$ cat config.mk
export PLATFORM = sky130hd
export DESIGN_NAME = acc_output_port
export DESIGN_NICKNAME = d
export VERILOG_FILES = /design/src/rtl/dap_pkg.sv /design/src/rtl/sync_fifo.sv /design/src/rtl/acc_output_port.sv
export SDC_FILE = /design/constraint.sdc
export NUM_CORES = 1
export LEC_CHECK = 0
export ABC_AREA = 0
export BUFFER_PORTS_ARGS = -buffer_cell sky130_fd_sc_hd__buf_2
export CORE_ASPECT_RATIO = 0.7
export CORE_MARGIN = 3
export CORE_UTILIZATION = 50
export CTS_CLUSTER_DIAMETER = 30
export DETAILED_ROUTE_END_ITERATION = 7
export PLACE_DENSITY = 0.71
export SLEW_MARGIN = 20
export SYNTH_ARGS = -nofsm -noshare
export SYNTH_HDL_FRONTEND = slang
export SYNTH_HIERARCHICAL = 1
export SYNTH_SLANG_ARGS = --single-unit
$ cat constraint.sdc
create_clock -name CLK -period 7 [get_ports CLK]
set_clock_uncertainty 0.15 [all_clocks]
set_input_delay 0.35 -clock CLK [delete_from_list [all_inputs] [get_ports CLK]]
set_output_delay 0.35 -clock CLK [all_outputs]
set_load 0.05 [all_outputs]
$ cat src/rtl/dap_pkg.sv
// Shared definitions for the double-accumulator processor output path:
// bus widths, processor state codes and the output-port FSM encoding.
package dap_pkg;

  localparam int DATA_W  = 16;
  localparam int STATE_W = 5;

  localparam logic [STATE_W-1:0] OUT_STATE  = 5'd20;
  localparam logic [STATE_W-1:0] HALT_STATE = 5'd31;

  localparam int CNT_W = 16;

  typedef enum logic [1:0] {
    FSM_RUN   = 2'd0,
    FSM_DRAIN = 2'd1,
    FSM_DONE  = 2'd2
  } fsm_e;

  // Saturating increment; the capture counter must never wrap back to zero.
  function automatic logic [CNT_W-1:0] sat_inc(input logic [CNT_W-1:0] v);
    sat_inc = (v == {CNT_W{1'b1}}) ? v : v + 1'b1;
  endfunction

endpackage

$ cat src/rtl/sync_fifo.sv
// Single-clock FIFO with a registered head word and extra-MSB pointers.
// The head register is loaded with the word that will be at the front after this edge.
module sync_fifo #(
  parameter  int DATA_W = 16,
  parameter  int DEPTH  = 4,
  localparam int AW     = $clog2(DEPTH)
) (
  input  logic              i_clk,
  input  logic              i_rst_n,
  input  logic              i_push,
  input  logic [DATA_W-1:0] i_wdata,
  input  logic              i_pop,
  output logic              o_full,
  output logic              o_empty,
  output logic [AW:0]       o_level,
  output logic [DATA_W-1:0] o_head
);

  logic [DATA_W-1:0] r_mem [DEPTH];
  logic [AW:0]       r_wr_ptr;
  logic [AW:0]       r_rd_ptr;
  logic [DATA_W-1:0] r_head;

  logic              w_full;
  logic              w_empty;
  logic              w_do_push;
  logic              w_do_pop;
  logic [AW:0]       w_rd_next;
  logic [AW-1:0]     w_wr_idx;
  logic [AW-1:0]     w_rd_next_idx;
  logic [DATA_W-1:0] w_head_next;

  assign w_full  = (r_wr_ptr[AW] != r_rd_ptr[AW]) &&
                   (r_wr_ptr[AW-1:0] == r_rd_ptr[AW-1:0]);
  assign w_empty = (r_wr_ptr == r_rd_ptr);

  assign w_do_pop  = i_pop & ~w_empty;
  assign w_do_push = i_push & (~w_full | w_do_pop);

  assign w_rd_next     = r_rd_ptr + {{AW{1'b0}}, w_do_pop};
  assign w_wr_idx      = r_wr_ptr[AW-1:0];
  assign w_rd_next_idx = w_rd_next[AW-1:0];

  // Write slot equal to the next read slot only happens when the FIFO is
  // (or becomes) empty, so the incoming word goes straight to the head.
  assign w_head_next = (w_do_push && (w_wr_idx == w_rd_next_idx)) ? i_wdata
                                                                  : r_mem[w_rd_next_idx];

  always_ff @(posedge i_clk) begin
    if (!i_rst_n) begin
      r_wr_ptr <= '0;
      r_rd_ptr <= '0;
      r_head   <= '0;
      for (int i = 0; i < DEPTH; i++) begin
        r_mem[i] <= '0;
      end
    end else begin
      if (w_do_push) begin
        r_mem[w_wr_idx] <= i_wdata;
        r_wr_ptr        <= r_wr_ptr + 1'b1;
      end
      r_rd_ptr <= w_rd_next;
      r_head   <= w_head_next;
    end
  end

  assign o_full  = w_full;
  assign o_empty = w_empty;
  assign o_level = r_wr_ptr - r_rd_ptr;
  assign o_head  = r_head;

endmodule

$ cat src/rtl/acc_output_port.sv
// Captures the processor accumulator once per entry into the OUT state and
// streams the captured words out; reports drop overflow and halt/drain completion.
module acc_output_port
  import dap_pkg::*;
#(
  parameter  int                 DATA_W     = dap_pkg::DATA_W,
  parameter  int                 STATE_W    = dap_pkg::STATE_W,
  parameter  logic [STATE_W-1:0] OUT_STATE  = dap_pkg::OUT_STATE,
  parameter  logic [STATE_W-1:0] HALT_STATE = dap_pkg::HALT_STATE,
  parameter  int                 DEPTH      = 4,
  localparam int                 LW         = $clog2(DEPTH) + 1
) (
  input  logic               CLK,
  input  logic               RST,
  input  logic [STATE_W-1:0] State,
  input  logic [DATA_W-1:0]  ACC,
  output logic [DATA_W-1:0]  OUT_Data,
  output logic               OUT_Valid,
  input  logic               OUT_Ready,
  output logic [LW-1:0]      Level,
  output logic [CNT_W-1:0]   Count,
  output logic               Overflow,
  output logic               Halted,
  output logic [1:0]         o_dbg_fsm
);

  // Handshake: a word transfers on every rising edge where OUT_Valid and
  // OUT_Ready are both high; while OUT_Valid is high and OUT_Ready low,
  // OUT_Data holds its value, and OUT_Valid never drops without a transfer.

  logic             r_hit_q;
  fsm_e             r_fsm;
  fsm_e             w_fsm_next;
  logic [CNT_W-1:0] r_count;
  logic             r_overflow;
  logic             r_halted;

  logic             w_at_out;
  logic             w_at_halt;
  logic             w_hit;
  logic             w_run;
  logic             w_pop;
  logic             w_push;
  logic             w_drop;
  logic             w_full;
  logic             w_empty;
  logic [LW-1:0]    w_level;
  logic [DATA_W-1:0] w_head;

  assign w_at_out  = (State == OUT_STATE);
  assign w_at_halt = (State == HALT_STATE);
  assign w_hit     = w_at_out & ~r_hit_q;
  assign w_run     = (r_fsm == FSM_RUN);

  assign w_pop  = ~w_empty & OUT_Ready;
  assign w_push = w_hit & w_run & (~w_full | w_pop);
  assign w_drop = w_hit & w_run & w_full & ~w_pop;

  sync_fifo #(
    .DATA_W (DATA_W),
    .DEPTH  (DEPTH)
  ) u_fifo (
    .i_clk   (CLK),
    .i_rst_n (RST),
    .i_push  (w_push),
    .i_wdata (ACC),
    .i_pop   (w_pop),
    .o_full  (w_full),
    .o_empty (w_empty),
    .o_level (w_level),
    .o_head  (w_head)
  );

  // Halt with nothing queued finishes immediately; otherwise drain first.
  always_comb begin
    w_fsm_next = r_fsm;
    case (r_fsm)
      FSM_RUN: begin
        if (w_at_halt) begin
          w_fsm_next = (w_empty && !w_push) ? FSM_DONE : FSM_DRAIN;
        end
      end
      FSM_DRAIN: begin
        if (w_empty) begin
          w_fsm_next = FSM_DONE;
        end
      end
      FSM_DONE: w_fsm_next = FSM_DONE;
      default:  w_fsm_next = FSM_RUN;
    endcase
  end

  always_ff @(posedge CLK) begin
    if (!RST) begin
      r_hit_q    <= 1'b0;
      r_fsm      <= FSM_RUN;
      r_count    <= '0;
      r_overflow <= 1'b0;
      r_halted   <= 1'b0;
    end else begin
      r_hit_q  <= w_at_out;
      r_fsm    <= w_fsm_next;
      r_halted <= (w_fsm_next == FSM_DONE);
      if (w_push) begin
        r_count <= sat_inc(r_count);
      end
      if (w_drop) begin
        r_overflow <= 1'b1;
      end
    end
  end

  assign OUT_Data  = w_head;
  assign OUT_Valid = ~w_empty;
  assign Level     = w_level;
  assign Count     = r_count;
  assign Overflow  = r_overflow;
  assign Halted    = r_halted;
  assign o_dbg_fsm = r_fsm;

endmodule

==> impl_results.md <==
* Outcome: complete, no violations
* Fin crit period at 4.390 ns
* Hold Path End: r_hit_q
* Post-CTS setup repair buffer count at 0
* CP Class: register to register
* Clock latency on the worst-skew pair at 0.34 ns
* Number of iterations in the first detailed-routing pass at 5
* Die width at 123.5 µm
* Sink Count at 107
* Antenna violations before repair at 0
* Fin. Hold Viols at 0
* Share of the clock period used by the worst path after layout at 62.71%
* Synthesized flop and latch total at 107
* EDFF count, synth at 64
* Fin nets at 484
* Starting Density at 52.39%
* Synth Warn # at 6
* Area growth, synth to finish at 13.37%
* Worst-path maximum fanout at 25
* Layout cell share with drive strength beyond 1 at 22.71%
* Total GRT Usage at 19.28%
* Slew Limit Fails at 0
* # IOs at 64
* Hold Buf Count CTS at 0
* Synth Flop Type: edfxtp_1
* CTS resizes at 0
* Port-buffer cells at 63
* Flop-to-flop setup slack at 2.61 ns
* Yosys top cell area share at 39.80%
* Site Rows at 29
* Die ar. at 0.01089 mm²
* # setup viols final at 0
* Worst setup EP type: register
* Worst Path Buf+Inv at 4
* Worst Hold Path Cells at 3
* Worst vdd ir at 0.0001273 V
* Total Routed Length at 9849 µm
* Total core area at 0.009216 mm²
* Cell area after synthesis at 0.004828 mm²
* Slew headroom at 23.15%
* Final WS setup at 2.610 ns
* Drc violations at 0
* Reg2Reg Capture Point: u_fifo/r_mem[2][2]
* CP arrival at 4.14 ns
* CTS tree: built
* Largest net degree at the start of global routing at 55
* Setup TNS after final layout at 0 ns
* Clock-pin slew on the worst setup and hold paths at 0.07 ns
* Gpl congestion at 0.7524
* Worst-margin pin slew at 1.153 ns
* Post-DP HPWL at 6466 µm
* P_leak at 2.201 nW
* CTS max path bufs at 2
* CP dominant cell by count: inv_1
* Avg Cell Area, Syn at 12.01 µm²
* Most numerous cell in the Yosys netlist: nor2_1
* H-tree lvl count at 3
* Chip height at 88.22 µm
* Min-delay worst type: input pin to register
* Startpoint of the lowest-slack hold path: State[4]
* Clk root buf: clkbuf_16
* Highest clock rate at 227.8 MHz
* Post-Syn Nets at 433
* Overall power at 1.279 mW
* Synth cell count leaders: nor2_1 (67), edfxtp_1 (64), dfxtp_1 (43), nand2_1 (43), mux2i_1 (20)
* Startpoint Class: register
* Vias per cell at 5.481
* Yosys top cell by area: edfxtp_1
* DR iter-0 viols at 332
* Post-synth ARST share at 0%
* Inserted Diodes at 0
* Slowest cell delay on critical path at 0.67 ns
* Inserted Clock Buffers at 9
* Gr ovfl total at 0
* R2r startpoint: u_fifo/r_wr_ptr[0]
* Max-cap check violation count at 0
* Post-route ant nets at 0
* Worst path slowest cell: nand2_1
* Crit-path cells: inv_1, ha_1, and3_1, nand2b_1, inv_2, o211ai_4, inv_1, o31ai_4, buf_6, or3_1, nand2_1
* Vias in the first global route at 2,964
* CP top delay family: simple AND/OR/NAND/NOR gates
* Post-synthesis cell type count at 47
* Required time worst endpoint at 6.75 ns
* WL/cell at 16.92 µm
* Synth area leaders: edfxtp_1 (40%), dfxtp_1 (18%), mux4_2 (7.5%), nor2_1 (5.2%), mux2i_1 (4.1%)
* DP Worst Slack at 2.620 ns
* R2R cell count at 11
* First-pass GRT wire length at 15,700 µm
* Via Count at 3,190
* Mapped Cells at 402
* Pwr Density at 233.7 mW/mm²
* RSZ-0062 raised after global routing: no
* Sequential cell area fraction in the yosys report at 57.63%
## routing by layer
metal	track usage, %	vias to the layer above	wire length [µm]	share of wire [%]
met3	5.879	6	567	5.8
met4	4.422	0	76	0.77
met5	0	-	0	0
met1	28.75	1544	4842	49
li1	-	1555	-	-
met2	27.96	85	4363	44
## area by class of cell
class	instances	area (µm²)
clock buffer	10	229.0
clock inverter	6	80.08
multi-input combinational	258	1848
fill	777	3742
timing repair buffer	65	334.1
sequential	107	2783
inverter	12	45.04
tap	124	155.1
## stage by stage
step,util (%),cells,cell area [µm²],hold WS [ns]
CTS,59.27,581,5463,0.09904
global route,59.39,582,5474,0.1260
finish,59.39,582,5474,0.1117
global placement,55.89,565,5151,0.3189
detailed placement,55.92,565,5154,0.3327
floorplan,-,402,4828,0.3259
## logic make-up after synthesis
family | count (synthesis) | synth area share [%]
buf+inv | 37 | 4.431
fa+ha+maj | 7 | 1.969
compound gates | 39 | 5.856
xor+xnor | 6 | 1.244
simple gates | 170 | 17.26
flops | 107 | 57.63
mux | 36 | 11.61
## cell usage in the layout, fill, tap and decap left out, types with 2 or more instances in the layout
cell / instances
a21oi_1: 13
bufinv_16: 2
edfxtp_1: 64
mux2i_1: 20
inv_1: 11
mux4_2: 16
o211ai_1: 3
o31ai_4: 2
or4_1: 10
or3_1: 5
dfxtp_1: 43
o21ai_0: 3
nand2_1: 43
xnor2_1: 4
nand3_1: 9
and2_1: 6
clkbuf_16: 9
and4_1: 2
nor2_1: 67
nor2b_1: 3
buf_2: 63
ha_1: 5
nand2b_1: 4
nand3b_1: 2
o21a_1: 2
o31ai_1: 10
nor4_1: 4
clkinv_1: 2
nand4_1: 3
and3_1: 4
nor3_1: 3
## sequential cells by signal (all words and copies together), names as in the netlist
signal           count
Halted               1
Count               16
u_fifo/o_head       16
Overflow             1
u_fifo/r_wr_ptr      3
u_fifo/r_mem        64
r_hit_q              1
o_dbg_fsm            2
u_fifo/r_rd_ptr      3
## tightest hold or removal path, cell delays in order
cell     delay [ns]
buf_2          0.11
nand3_1        0.06
nor2_1         0.04
## worst max-delay path by stage
stage	startpoint	slack, ns	cells past startpoint	end
floorplan	u_fifo/r_wr_ptr[0]	3.08	12	u_fifo/r_mem[3][0]
global placement	u_fifo/r_wr_ptr[0]	2.75	12	u_fifo/o_head[9]
detailed placement	u_fifo/r_wr_ptr[0]	2.62	12	u_fifo/o_head[5]
CTS	u_fifo/r_wr_ptr[0]	2.60	12	u_fifo/o_head[5]
global route	u_fifo/r_wr_ptr[0]	2.22	11	u_fifo/r_mem[2][6]
finish	u_fifo/r_wr_ptr[0]	2.61	11	u_fifo/r_mem[2][2]
## where the power goes
| group | total, mW | switching, mW | leakage [nW] | internal [mW] |
|---|---|---|---|---|
| combinational | 0.0667 | 0.0481 | 1.03 | 0.0186 |
| sequential | 0.686 | 0.00481 | 1.02 | 0.681 |
| clock | 0.527 | 0.216 | 0.148 | 0.310 |
| total | 1.28 | 0.269 | 2.20 | 1.01 |
(Power assumes the default switching activity.)
